File: src/rtl/compute_core.sv
// Four-thread SIMT compute core: built-in program ROM, per-thread PC and register file,
// round-robin scheduler, single-cycle execute. Optional macro MUL_EN enables opcode 3 (MUL).
module compute_core #(
  parameter int unsigned DATA_WIDTH  = 32,
  parameter int unsigned NUM_THREADS = 4,
  parameter int unsigned REG_COUNT   = 16,
  parameter int unsigned ADDR_WIDTH  = 4
) (
  input  logic clk,
  input  logic reset,
  output logic halt
);

  localparam int unsigned TID_W = (NUM_THREADS > 1) ? $clog2(NUM_THREADS) : 1;
  localparam int unsigned INSN_W = 16;

  localparam logic [3:0] OP_ADD  = 4'h1;
  localparam logic [3:0] OP_SUB  = 4'h2;
  localparam logic [3:0] OP_MUL  = 4'h3;
  localparam logic [3:0] OP_LDI  = 4'h4;
  localparam logic [3:0] OP_AND  = 4'h5;
  localparam logic [3:0] OP_OR   = 4'h6;
  localparam logic [3:0] OP_XOR  = 4'h7;
  localparam logic [3:0] OP_BRZ  = 4'h8;
  localparam logic [3:0] OP_BRNZ = 4'h9;
  localparam logic [3:0] OP_JMP  = 4'hA;
  localparam logic [3:0] OP_HALT = 4'hF;

  logic [ADDR_WIDTH-1:0]  pc   [0:NUM_THREADS-1];
  logic [DATA_WIDTH-1:0]  regs [0:NUM_THREADS-1][0:REG_COUNT-1];
  logic [NUM_THREADS-1:0] done;
  logic [TID_W-1:0]       slot;

  logic [ADDR_WIDTH-1:0] cur_pc, next_pc, seq_pc, target;
  logic [INSN_W-1:0]     instr;
  logic [3:0]            opcode, rd, rs, rt;
  logic [7:0]            imm8;
  logic [DATA_WIDTH-1:0] rs_val, rt_val, rd_val, result;
  logic                  active, wr_en, set_done;

  // Built-in program; every unused word is HALT.
  function automatic logic [INSN_W-1:0] rom_word(input logic [ADDR_WIDTH-1:0] addr);
    case (addr)
      ADDR_WIDTH'(0): rom_word = 16'h4105; // LDI  r1,5
      ADDR_WIDTH'(1): rom_word = 16'h121F; // ADD  r2,r1,r15
      ADDR_WIDTH'(2): rom_word = 16'h4303; // LDI  r3,3
      ADDR_WIDTH'(3): rom_word = 16'h4401; // LDI  r4,1
      ADDR_WIDTH'(4): rom_word = 16'h2334; // SUB  r3,r3,r4
      ADDR_WIDTH'(5): rom_word = 16'h9304; // BRNZ r3,4
      ADDR_WIDTH'(6): rom_word = 16'h3522; // MUL  r5,r2,r2
      default:        rom_word = 16'hF000; // HALT
    endcase
  endfunction

  // Fetch, decode and execute for the thread owning the current slot.
  always_comb begin
    cur_pc   = pc[slot];
    instr    = rom_word(cur_pc);
    opcode   = instr[15:12];
    rd       = instr[11:8];
    rs       = instr[7:4];
    rt       = instr[3:0];
    imm8     = instr[7:0];
    rs_val   = regs[slot][rs];
    rt_val   = regs[slot][rt];
    rd_val   = regs[slot][rd];
    seq_pc   = cur_pc + ADDR_WIDTH'(1);
    target   = imm8[ADDR_WIDTH-1:0];
    active   = !done[slot];
    next_pc  = seq_pc;
    result   = '0;
    wr_en    = 1'b0;
    set_done = 1'b0;
    case (opcode)
      OP_ADD:  begin result = rs_val + rt_val; wr_en = 1'b1; end
      OP_SUB:  begin result = rs_val - rt_val; wr_en = 1'b1; end
`ifdef MUL_EN
      OP_MUL:  begin result = rs_val * rt_val; wr_en = 1'b1; end
`else
      OP_MUL:  wr_en = 1'b0;
`endif
      OP_LDI:  begin result = DATA_WIDTH'(imm8); wr_en = 1'b1; end
      OP_AND:  begin result = rs_val & rt_val; wr_en = 1'b1; end
      OP_OR:   begin result = rs_val | rt_val; wr_en = 1'b1; end
      OP_XOR:  begin result = rs_val ^ rt_val; wr_en = 1'b1; end
      OP_BRZ:  if (rd_val == '0) next_pc = target;
      OP_BRNZ: if (rd_val != '0) next_pc = target;
      OP_JMP:  next_pc = target;
      OP_HALT: begin next_pc = cur_pc; set_done = 1'b1; end
      default: next_pc = seq_pc;
    endcase
    // r15 holds the thread index and is never overwritten.
    if (rd == 4'(REG_COUNT - 1)) wr_en = 1'b0;
  end

  // State update; everything freezes once halt is raised.
  always_ff @(posedge clk) begin
    if (reset) begin
      slot <= '0;
      halt <= 1'b0;
      done <= '0;
      for (int unsigned t = 0; t < NUM_THREADS; t++) begin
        pc[t] <= '0;
        for (int unsigned r = 0; r < REG_COUNT; r++)
          regs[t][r] <= (r == REG_COUNT - 1) ? DATA_WIDTH'(t) : '0;
      end
    end else if (!halt) begin
      slot <= slot + TID_W'(1);
      halt <= &done;
      if (active) begin
        pc[slot] <= next_pc;
        if (wr_en)    regs[slot][rd] <= result;
        if (set_done) done[slot]     <= 1'b1;
      end
    end
  end

endmodule

File: config.mk
export PLATFORM = sky130hd
export DESIGN_NAME = compute_core
export DESIGN_NICKNAME = d
export VERILOG_FILES = /design/src/rtl/compute_core.sv
export SDC_FILE = /design/constraint.sdc
export NUM_CORES = 1
export LEC_CHECK = 0
export ABC_CLOCK_PERIOD_IN_PS = 8700
export CELL_PAD_IN_SITES_DETAIL_PLACEMENT = 1
export CELL_PAD_IN_SITES_GLOBAL_PLACEMENT = 1
export CORE_UTILIZATION = 49
export DETAILED_ROUTE_END_ITERATION = 7
export PLACE_DENSITY = 0.72
export SETUP_SLACK_MARGIN = 0.5
export SLEW_MARGIN = 10
export SYNTH_ARGS = -nofsm -noshare
export SYNTH_HDL_FRONTEND = slang
export SYNTH_SLANG_ARGS = --single-unit
File: constraint.sdc
create_clock -name clk -period 8.7 [get_ports clk]
set_clock_uncertainty 0.05 [all_clocks]
set_input_delay 1.305 -clock clk [delete_from_list [all_inputs] [get_ports clk]]
set_output_delay 1.305 -clock clk [all_outputs]
set_load 0.005 [all_outputs]
[Word-level counts from Yosys, hierarchy flattened]
Memory sizes are Yosys's and may differ from the RTL's. A register that Yosys moved wholly into a read port is not among the register bits.
Cells that the tools add are included.
Cells by class
  reductions and logical operators: 10
  shifts and indexed selects: 0
  multipliers: 0
  mux-type cells: 45
  equal/unequal tests: 17
  bitwise operators: 9
  magnitude comparators: 6
  divide/modulo/power cells: 0
  add/subtract/negate cells: 4
Operator list (count)
  two-way mux 512 bit: 3
  OR reduction 512 bit: 1
  binary-select mux 32 bit (select 4 bit): 3
  two-way mux 32 bit: 7
  case mux 32 bit (6 select lines): 1
  demux 32 bit (select 4 bit): 1
  case mux 16 bit (7 select lines): 1
  adder 32 bit: 1
  bitwise AND 32 bit: 1
  zero test 32 bit: 1
  OR 32 bit: 1
  nonzero test 32 bit: 1
  subtractor 32 bit: 1
  XOR 32 bit: 1
  == test 4 x 3 -> 1 bit (second input constant): 7
  == test 4 bit (second input constant): 5
  two-way mux 1 bit: 17
  case mux 4 bit (4 select lines): 1
  >= comparator 5 bit (second input constant): 3
  inverter 4 -> 5 bit: 3
  == test 4 x 2 -> 1 bit (second input constant): 3
  two-way mux 2 bit: 6
  two-way mux 4 bit: 3
  == test 4 x 1 -> 1 bit (second input constant): 2
  15 further kinds: 17
Word-level totals
  latch bits: 0
  RAM bits: 2064
  input bits: 2
  memory bits (read-only): 0
  memories kept: 2
  register bits after elaboration: 7
Memories
  regs: depth 4, width 512, rd ports 1, clocked after Yosys merged registers in 1, wr ports 4, line 30  | logic [DATA_WIDTH-1:0] regs [0:NUM_THREADS-1][0:REG_COUNT-1];
  pc: depth 4, width 4, rd ports 1, clocked after Yosys merged registers in 1, wr ports 4, line 29  | logic [ADDR_WIDTH-1:0] pc [0:NUM_THREADS-1];

[Longest topological paths before layout]
  depth in word-level cells: 13
  mapped depth: 42

[Worst setup path after synthesis]
Ideal clock, no wire load.
  path type: flip-flop to flip-flop
  start: reg (tool-made name)
  end: mem regs[1][447] in the netlist's numbering (data pin)
  data required time: 8.393 ns
  cell stages (with the launch flop): 39
  data arrival time: 8.151 ns
  clock period less this slack: 8.458 ns
  path slack: 0.242 ns
  path through: dfxtp_1 -> buf_6 -> buf_6 -> buf_6 -> buf_6 -> buf_4 -> buf_2 -> buf_2 -> mux4_2 -> inv_1 -> ha_1 -> clkbuf_1 -> inv_1 -> o21a_1 -> nor2_1 -> buf_2 -> clkbuf_1 -> nand3_1 -> [3 not listed] -> ha_1 -> and2_1 -> and4_1 -> and4_1 -> a31oi_1 -> xnor2_1 -> ha_1 -> a21o_1 -> a21o_1 -> a21o_1 -> a21o_1 -> a21o_1 -> o41ai_1 -> nor2_1 -> a221o_1 -> nor2_2 -> buf_6 -> nor2_1
RTL lines (line)
  end: declaration: 30

==> metrics.md <==
| Metric | Value |
|---|---|
| Mapped cell area | `48,450 um2` |
| Final worst slack | `0.8644 ns` |
| Asr flop ratio synth | `0` |
| Final net count | `3,852` |
| Synth-to-Final Area Change | `14.80%` |
| Chip Width | `316.5 um` |
| RSZ-0062 raised after global routing | `false` |
| Routability cong. | `0.9984` |
| I/O Buffers | `2` |
| Num rows | `114` |
| Die height | `316.5 um` |
| Initial Utilization | `0.4981` |
| Worst-Skew Late Latency | `0.73 ns` |
| # H-tree levels | `3` |
| Worst Setup End Kind | `flop` |
| Period utilization | `0.9006` |
| Worst-path fanout max | `25` |
| Routed WL | `159,800 um` |
| Run status | `completed` |
| Initial antenna violation count | `5` |
| CTS Sinks | `1,049` |
| Post-Place Worst Slack | `0.6516 ns` |
| Startpoint Class | `flop` |
| Drt drc | `0` |
| Relative slew margins | `0.1902` |
| Total gr overflow | `0` |
| Post-DP HPWL | `112,500 um` |
| Routed vias | `31,234` |
| Worst Tran Pin Value | `1.215 ns` |
| Pint | `10.26 mW` |
| Worst endpoint data arrival time | `8.24 ns` |
| Starting DRT DRC Count | `3,723` |
| Clock group share of total power | `0.298` |
| CTS tree | `done` |
| First-pass GRT wire length | `227,400 um` |
| Seq/Total Area, Yosys | `0.6483` |
| Vias/cell | `6.086` |
| Fin util | `0.5718` |
| Pwr/cell area | `282.0 nW/um2` |
| Cells after synthesis | `3,262` |
| Hold WC Path Type | `reg2reg` |
| Flop2flop setup slack | `0.86 ns` |
| Worst vdd ir | `0.0001685 V` |
| Yosys warns | `0` |
| Post-synth EDFFs | `1,040` |
| DR WL/cell | `31.13 um` |
| Setup TNS | `0 ns` |
| Cts bufs inserted | `108` |
| Total Routing Usage GR | `0.3227` |
| Netlist cell types | `82` |
| Syn Area/Cell | `14.85 um2` |
| Drt pass-1 iters | `6` |
| Min Tclk post-route | `7.836 ns` |
| Vias in the first global route | `32,362` |
| CTS max path bufs | `3` |
| Sw frac | `0.3456` |
| I/O pin count | `3` |
| Slew Limit Fails | `0` |
| Largest net degree at the start of global routing | `95` |
| Max Freq | `0.1276 GHz` |
| Fin. Hold Viols | `0` |
| Setup CP Type | `reg2reg` |
| Share of cells above drive strength 1 | `0.1575` |
| Max_cap viols | `0` |
| Leakage | `19.62 nW` |
| Combinational group share of total power | `0.323` |
| Hold Buf Count CTS | `0` |
| Routed Antenna Nets | `0` |
| Die Area | `100,100 um2` |
| Core footprint | `97,280 um2` |
| Share of power burned in registers | `0.379` |
| CTS clk-pin slew, worst paths | `0.06 ns` |
| Flops & latches, synth | `1,049` |
| Clk root buf | `clkbuf_16` |
| Setup Viol. Count Final | `0` |
| Switching pwr | `5.421 mW` |
| Leading register cell type out of synthesis | `edfxtp_1` |
| Crit path required time | `9.10 ns` |
-- cells in the final DEF (no fill, tap or decap), drive strengths merged, types with 9 or more instances in the layout --
master  netlist  routed
or2          16      16
nor3         43      43
and2         23      23
and3         14      14
a21oi        69      69
dfxtp         9       9
nand4        19      19
nor2        602     602
xnor2        44      44
mux2         11      11
inv          51      54
buf          80     132
clkinv        0      40
o21ai        37      37
a22oi        27      27
bufinv        0      13
clkbuf      146     131
xor2          9       9
o22ai        14      14
a21o         26      26
or3           9       9
nand2b       10      10
nand2       148     148
edfxtp     1040    1040
a31oi        26      26
mux4        251     251
mux2i       138     138
a211oi       17      17
nor4         70      70
conb          1     492
nand3        51      51
a221oi       33      33
o21a         13      13
ha           79      79
-- power groups by stage --
stage                     clock, mW  combinational (mW)  sequential [mW]
after floorplan                   0                3.06             6.00
after detailed placement          0                4.89             6.05
after global placement            0                4.81             6.02
final                          4.67                5.06             5.95
after CTS                      4.73                4.92             5.95
after global routing           4.89                5.28             5.97
-- area by class of cell --
cell class	count	area [um2]
Antenna cell	3	7.507
Sequential cell	1049	31420
Clock buffer	131	2903
Multi-Input combinational cell	2427	17790
Timing Repair Buffer	133	1075
Clock inverter	62	640.6
Tap cell	1276	1597
Inverter	51	191.4
Fill cell	9403	41660
-- synthesized netlist by cell type, types with 15 or more instances --
cell type | instances | area share
a31oi_1 | 25 | 0.0032
xnor2_1 | 44 | 0.0080
buf_2 | 49 | 0.0051
a211oi_1 | 17 | 0.0026
a21o_1 | 26 | 0.0040
nor3_1 | 42 | 0.0043
o21ai_0 | 37 | 0.0038
buf_1 | 15 | 0.0012
nand4_1 | 19 | 0.0025
and2_1 | 23 | 0.0030
a221oi_1 | 32 | 0.0058
a22oi_1 | 26 | 0.0040
or2_2 | 16 | 0.0021
a21oi_1 | 69 | 0.0071
edfxtp_1 | 1040 | 0.64
clkbuf_1 | 146 | 0.011
inv_1 | 49 | 0.0038
nand3_1 | 51 | 0.0053
ha_1 | 79 | 0.020
mux2i_1 | 138 | 0.029
nand2_1 | 148 | 0.011
nor4_1 | 66 | 0.0085
mux4_2 | 251 | 0.12
nor2_1 | 601 | 0.047
-- routing by layer --
layer,track usage,vias up,share of wire
li1,-,13186,-
met1,0.4282,16349,0.40
met2,0.5241,1388,0.48
met3,0.06697,305,0.083
met4,0.1247,6,0.039
met5,0,-,0.00024
-- what timing repair did --
action / 4_1_cts / 5_1_grt
setup buffers: 0 / 1
gates resized for setup: 0 / 4
endpoints found under the setup margin: 0 / 75
-- path summary, 6_finish.rpt --
kind / depth (start not counted) / to / from
worst max-delay path: 27 / regs[2][287]$_SDFFCE_PN0P_ / flop
worst min register to register: 2 / done[0]$_SDFFE_PP0P_ / done[0]$_SDFFE_PP0P_
worst min-delay path: 2 / done[0]$_SDFFE_PP0P_ / done[0]$_SDFFE_PP0P_
worst max register to register: 27 / regs[2][287]$_SDFFCE_PN0P_ / flop
-- registers in the layout (all words and copies together), names as in the netlist, named ones only --
register  cells
halt          1
pc           16
done          4
regs       1024
slot          2
-- through the flow --
stage	hold WS [ns]	total power, mW	std cells	cell area (um2)
floorplan	0.4037	9.066	3753	50300
global placement	0.4301	10.82	4934	52040
detailed placement	0.4447	10.94	4935	52050
CTS	0.4583	15.60	5128	55590
global route	0.4909	16.15	5129	55610
finish	0.4560	15.68	5132	55620
-- cell families (layout without fill, tap and decap cells) --
kind of cell               count (synthesis)  count (layout)  synth area share
AOI/OAI and AO/OA                        361             361           0.05312
other                                      1             495        0.00007740
and+or+nand+nor                         1041            1041           0.09547
buffers and inverters                    277             377           0.02490
muxes                                    400             400            0.1477
DFF                                     1049            1049            0.6483
xor gates and xnor gates                  53              53          0.009581
adders and majority gates                 80              80           0.02081
-- critical path: stages (launching register included) --
cell     delay, ns
dfxtp_4       0.45
mux4_2        0.57
inv_1         0.16
ha_2          0.40
nor4_2        0.11
or3_4         0.55
buf_4         0.32
a21oi_1       0.18
o32ai_1       0.15
a32o_1        0.41
nor4_2        0.31
nand2_1       0.18
inv_1         0.10
and4_1        0.36
a31oi_1       0.15
xnor2_1       0.17
ha_1          0.39
a21o_1        0.23
a21o_1        0.17
a21o_1        0.19
a21o_1        0.18
a21o_1        0.19
o41ai_2       0.55
nor2_1        0.16
a221o_1       0.33
nor2_2        0.15
buf_4         0.28
nor2_1        0.09
No activity file was read; power rests on OpenSTA's default activity.
